--- src/rtl/mem_arbiter.sv ---
// mem_arbiter: two-port (CPU/PPU) arbiter in front of a single external
// byte-wide memory. Each port has a one-deep pending slot; a three-state FSM
// grants one slot at a time, holds the access for WAIT_CYCLES cycles, then
// spends one recovery cycle pulsing the granted port's done.
module mem_arbiter #(
    parameter int unsigned WAIT_CYCLES = 2,
    parameter int unsigned ADDR_W      = 25
) (
    input  logic              sysclk,
    input  logic              reset,
    input  logic              cpu_req,
    input  logic [ADDR_W-1:0] cpu_addr,
    input  logic              cpu_wr,
    input  logic [7:0]        cpu_wdata,
    output logic [7:0]        cpu_rdata,
    output logic              cpu_done,
    input  logic              ppu_req,
    input  logic [ADDR_W-1:0] ppu_addr,
    input  logic              ppu_wr,
    input  logic [7:0]        ppu_wdata,
    output logic [7:0]        ppu_rdata,
    output logic              ppu_done,
    output logic [ADDR_W-1:0] mem_addr,
    output logic [7:0]        mem_wdata,
    input  logic [7:0]        mem_rdata,
    output logic              mem_oe,
    output logic              mem_we,
    output logic              cpu_overrun,
    output logic              ppu_overrun
);

    typedef enum logic [1:0] {IDLE, ACCESS, RECOVER} state_t;

    localparam logic [3:0] LAST_CNT = 4'(WAIT_CYCLES - 1);

    state_t            state, state_nxt;
    logic [3:0]        cnt;
    logic              grant_cpu, grant_ppu;
    logic              last_cnt;

    // Pending slots
    logic              cpu_pend, ppu_pend;
    logic [ADDR_W-1:0] cpu_a, ppu_a;
    logic              cpu_w, ppu_w;
    logic [7:0]        cpu_d, ppu_d;

    // Granted access
    logic              g_ppu;
    logic [ADDR_W-1:0] g_addr;
    logic              g_wr;
    logic [7:0]        g_wdata;
    logic              last_ppu;

    assign last_cnt = (cnt == LAST_CNT);

    // Next-state and grant decision; round-robin on a tie
    always_comb begin
        state_nxt = state;
        grant_cpu = 1'b0;
        grant_ppu = 1'b0;
        case (state)
            IDLE: begin
                if (cpu_pend && ppu_pend) begin
                    grant_cpu = last_ppu;
                    grant_ppu = ~last_ppu;
                end else begin
                    grant_cpu = cpu_pend;
                    grant_ppu = ppu_pend;
                end
                if (cpu_pend || ppu_pend)
                    state_nxt = ACCESS;
            end
            ACCESS:  if (last_cnt) state_nxt = RECOVER;
            RECOVER: state_nxt = IDLE;
            default: state_nxt = IDLE;
        endcase
    end

    // External bus and done pulses, decoded from the current state
    always_comb begin
        mem_addr  = '0;
        mem_wdata = '0;
        mem_oe    = 1'b0;
        mem_we    = 1'b0;
        cpu_done  = 1'b0;
        ppu_done  = 1'b0;
        if (state == ACCESS) begin
            mem_addr  = g_addr;
            mem_wdata = g_wdata;
            mem_oe    = ~g_wr;
            mem_we    = g_wr;
        end
        if (state == RECOVER) begin
            cpu_done = ~g_ppu;
            ppu_done = g_ppu;
        end
    end

    // State register and wait counter
    always_ff @(posedge sysclk) begin
        if (reset) begin
            state <= IDLE;
            cnt   <= '0;
        end else begin
            state <= state_nxt;
            if (grant_cpu || grant_ppu)
                cnt <= '0;
            else if (state == ACCESS && !last_cnt)
                cnt <= cnt + 4'd1;
        end
    end

    // Latch the granted slot's fields and remember who won
    always_ff @(posedge sysclk) begin
        if (reset) begin
            g_ppu    <= 1'b0;
            g_addr   <= '0;
            g_wr     <= 1'b0;
            g_wdata  <= '0;
            last_ppu <= 1'b0;
        end else if (grant_cpu) begin
            g_ppu    <= 1'b0;
            g_addr   <= cpu_a;
            g_wr     <= cpu_w;
            g_wdata  <= cpu_d;
            last_ppu <= 1'b0;
        end else if (grant_ppu) begin
            g_ppu    <= 1'b1;
            g_addr   <= ppu_a;
            g_wr     <= ppu_w;
            g_wdata  <= ppu_d;
            last_ppu <= 1'b1;
        end
    end

    // CPU pending slot; a req in the grant cycle refills the slot without overrun
    always_ff @(posedge sysclk) begin
        if (reset) begin
            cpu_pend    <= 1'b0;
            cpu_a       <= '0;
            cpu_w       <= 1'b0;
            cpu_d       <= '0;
            cpu_overrun <= 1'b0;
        end else if (cpu_req) begin
            if (cpu_pend && !grant_cpu)
                cpu_overrun <= 1'b1;
            cpu_pend <= 1'b1;
            cpu_a    <= cpu_addr;
            cpu_w    <= cpu_wr;
            cpu_d    <= cpu_wdata;
        end else if (grant_cpu) begin
            cpu_pend <= 1'b0;
        end
    end

    // PPU pending slot, same rules as the CPU slot
    always_ff @(posedge sysclk) begin
        if (reset) begin
            ppu_pend    <= 1'b0;
            ppu_a       <= '0;
            ppu_w       <= 1'b0;
            ppu_d       <= '0;
            ppu_overrun <= 1'b0;
        end else if (ppu_req) begin
            if (ppu_pend && !grant_ppu)
                ppu_overrun <= 1'b1;
            ppu_pend <= 1'b1;
            ppu_a    <= ppu_addr;
            ppu_w    <= ppu_wr;
            ppu_d    <= ppu_wdata;
        end else if (grant_ppu) begin
            ppu_pend <= 1'b0;
        end
    end

    // Capture read data on the final access cycle of a read
    always_ff @(posedge sysclk) begin
        if (reset) begin
            cpu_rdata <= '0;
            ppu_rdata <= '0;
        end else if (state == ACCESS && last_cnt && !g_wr) begin
            if (g_ppu)
                ppu_rdata <= mem_rdata;
            else
                cpu_rdata <= mem_rdata;
        end
    end

endmodule

--- config.mk ---
export PLATFORM = sky130hd
export DESIGN_NAME = mem_arbiter
export DESIGN_NICKNAME = d
export VERILOG_FILES = /design/src/rtl/mem_arbiter.sv
export SDC_FILE = /design/constraint.sdc
export NUM_CORES = 1
export LEC_CHECK = 0
export BUFFER_PORTS_ARGS = -buffer_cell sky130_fd_sc_hd__buf_2
export CAP_MARGIN = 20
export CORE_MARGIN = 2
export CORE_UTILIZATION = 45
export CTS_BUF_LIST = sky130_fd_sc_hd__clkbuf_8
export CTS_CLUSTER_DIAMETER = 30
export DETAILED_ROUTE_END_ITERATION = 7
export GPL_TIMING_DRIVEN = 0
export PLACE_DENSITY = 0.69
export SKIP_LAST_GASP = 1
export SYNTH_ARGS = -nofsm -noshare
export SYNTH_HDL_FRONTEND = slang
export SYNTH_SLANG_ARGS = --single-unit
export TNS_END_PERCENT = 100
--- constraint.sdc ---
create_clock -name sysclk -period 2.5 [get_ports sysclk]
set_clock_uncertainty 0.15 [all_clocks]
set_input_delay 0.25 -clock sysclk [delete_from_list [all_inputs] [get_ports sysclk]]
set_output_delay 0.25 -clock sysclk [all_outputs]
set_load 0.01 [all_outputs]
==> results.ini <==
[drt]
drtPass1Iterations=4
drt_iter0_drc=260
drc_errors=0
antenna_left=0
vias=5266
wl_um=16800
routedWlPerCell_um=16.9
avgViaCountPerCell=5.31

[clock_tree]
cts_buffers=17
clock_path_buffers=2
cts_root_buf=clkbuf_8
clk_pin_slew_ns=0.07
cts_tree=done
htree_levels=4
cts.sinks=129
worstSkewPairLatency_ns=0.45

[setup_path]
critPathMaxFanout=10
r2r_setup_slack_ns=0.32
r2r_end=cpu_rdata[6]$_SDFFE_PP0P_
cp_cell_sequence=nor2b_1 > clkbuf_2 > clkbuf_2 > and2_1 > buf_2
cpMostUsedCell=clkbuf_2
cp_num_buf_inv=3
critPathTopFamily=buffers and inverters
rr_startpoint=cnt[0]$_SDFFE_PP0P_
crit_slowest_cell=dfxtp_1
critPathRequiredTime_ns=2.10
worstRegToRegCells=5
critPathKind=reg -> out
slowest_delay_ns=0.45
end_kind=output port
cp_data_arrival_time_ns=1.95
startpoint_type=register

[run]
drv_cap=0

[logic_synthesis]
synth-edff-count=0
synthSimpleGateAreaFrac=0.265
yosysWarningCount=0
synthTopCellsByArea=dfxtp_1 45%, mux2i_1 15%, nand2b_1 6.7%, a221o_1 6.0%, nor4b_1 5.2%
synth_mux_area_frac=0.148
synth_compound_area_frac=0.0803
synth_common_cells=129 x dfxtp_1, 84 x mux2i_1, 70 x nor2_1, 61 x nand2b_1, 39 x clkbuf_1
synth_top_family_by_area=simple AND/OR/NAND/NOR gates
synth_flop_cell=dfxtp_1
yosysMostFrequentCell=dfxtp_1
ys_ff_latch=129
avgSynthCellArea_um2=9.78
synthAdderAreaFrac=0.00440
yosysTopAreaCell=dfxtp_1
yosysTopAreaCellShare=0.454
syn_nets=664
synth_xor_xnor_area_share=0
syn_inst=582
yosysSeqAreaShare=0.454
yosysUniqueCellTypes=36
async_flop_share=0
netlist_area_um2=5690

[cells_and_area]
fillCellCount=1054
nets=890
diodes=0
drive_gt1_frac=0.221
post-route-cell-area_um2=7710
area.growth.synth_to_final_pct=35.4

[sta]
fin_ws_ns=0.151
setup_viol=0
hold_viol=0
slew_headroom=0.480
tns_ns=0
rsz0062_at_grt=false
fmax_ghz=0.426
slew_violations=0
tightest_slew_ns=0.775
fin_crit_ns=2.35
period_share=0.940

[place]
port_buffers=131
dp_hpwl_um=11500
dp_slack_ns=0.162
postPlaceCellArea_um2=6560
place.gp.congestion=0.840

[power_and_ir_drop]
p_leak_nw=3.40
power_density_nw_per_um2=604
ir_drop_uv=324

[worst_hold_path]
min_to=ppu_d[7]$_SDFFE_PP0P_
hold_class=in -> reg
hold_depth=3
min-delay-start=ppu_req

[floorplanning]
placementRows=41
core_area_um2=12500
initial_core_util=0.456
die_w_um=116
ios=135
die-area_um2=13600
fp.dieH_um=116

[global_route]
grt_pass1_vias=5290
grt_pass1_wl_um=26400
grt_overflow=0
grt_use_total=0.254
grt_max_degree=17
antenna_found_initial=0

[status]
status=complete, no violations

[layer usage]
metal / global-route usage / share of wire
met5: 0 / 0
met4: 0.106 / 0.026
met3: 0.0607 / 0.053
met2: 0.424 / 0.48
met1: 0.314 / 0.44
[timing repair]
action | in CTS | in global routing
gates resized for setup | 1 | 6
endpoints found under the setup margin | 29 | 22
setup buffers | 0 | 0
hold buffers | 76 | 0
endpoints found under the hold margin | 84 | 0
pin swaps | 0 | 0
[where the power goes]
part           total [W]  switching (W)  internal (W)
clock            0.00175       0.000784      0.000962
combinational   0.000684       0.000368      0.000316
sequential       0.00223      0.0000639       0.00216
total            0.00466        0.00122       0.00344
[cells in the final DEF (no fill, tap or decap), drive strengths merged, types with 4 or more instances in the layout]
cell / instances
dlygate4sd3: 76
nor4: 35
o21ai: 5
nand2b: 61
mux2i: 84
nor4b: 34
clkinv: 4
a21oi: 7
clkbuf: 60
inv: 7
and2: 34
buf: 151
a221o: 34
dfxtp: 129
nor2: 71
[logic make-up (layout without fill, tap and decap cells)]
| kind of cell | Yosys count | count (layout) |
|---|---|---|
| DFF | 129 | 129 |
| and+or+nand+nor | 251 | 251 |
| adders and majority gates | 2 | 2 |
| muxes | 84 | 84 |
| AOI/OAI and AO/OA | 53 | 53 |
| buffers and inverters | 63 | 300 |
[state kept, by name (all words and copies together) (netlist names)]
name	cells
cnt	4
cpu_a	25
cpu_d	8
cpu_overrun	1
cpu_pend	1
cpu_rdata	8
cpu_w	1
g_addr	25
g_wdata	8
g_wr	1
last_ppu	1
ppu_a	25
ppu_d	8
ppu_overrun	1
ppu_pend	1
ppu_rdata	8
ppu_w	1
state	2
[worst max-delay path by stage]
stage                                      from                         to  cells past startpoint
after CTS                 state[0]$_SDFFE_PP0P_               mem_addr[11]                      5
after floorplan             cnt[0]$_SDFFE_PP0P_  cpu_rdata[0]$_SDFFE_PP0P_                      5
after global routing      state[0]$_SDFFE_PP0P_               mem_addr[12]                      5
after detailed placement                  reset     ppu_a[17]$_SDFFE_PP0P_                      5
final                     state[0]$_SDFFE_PP0P_               mem_addr[11]                      5
after global placement                    reset     ppu_a[10]$_SDFFE_PP0P_                      5
[worst register-to-register path, cell delays in order (launching register included)]
cell     delay [ns]
dfxtp_1        0.39
ha_1           0.18
or3b_1         0.34
buf_2          0.17
nor4_4         0.59
mux2i_1        0.30
[stage by stage]
stage / utilization / instances / total power [W] / hold WS [ns]
6_report: 0.618 / 991 / 0.00466 / 0.0929
5_1_grt: 0.618 / 991 / 0.00484 / 0.0945
4_1_cts: 0.618 / 991 / 0.00466 / 0.0753
3_5_place_dp: 0.526 / 885 / 0.00285 / 0.311
3_3_place_gp: 0.526 / 885 / 0.00283 / 0.303
2_1_floorplan: - / 582 / 0.00263 / 0.247
[area by class of cell]
type / count / area (um^2) / area share
flip-flops and latches: 129 / 2580 / 0.335
plain buffers: 59 / 270 / 0.0351
inverters: 4 / 15.0 / 0.00195
multi-input cells: 390 / 2830 / 0.367
clock inverters: 9 / 91.3 / 0.0119
clock buffers: 21 / 289 / 0.0375
repair buffers: 207 / 1420 / 0.184
well taps: 172 / 215 / 0.0279
(Power assumes the default switching activity.)
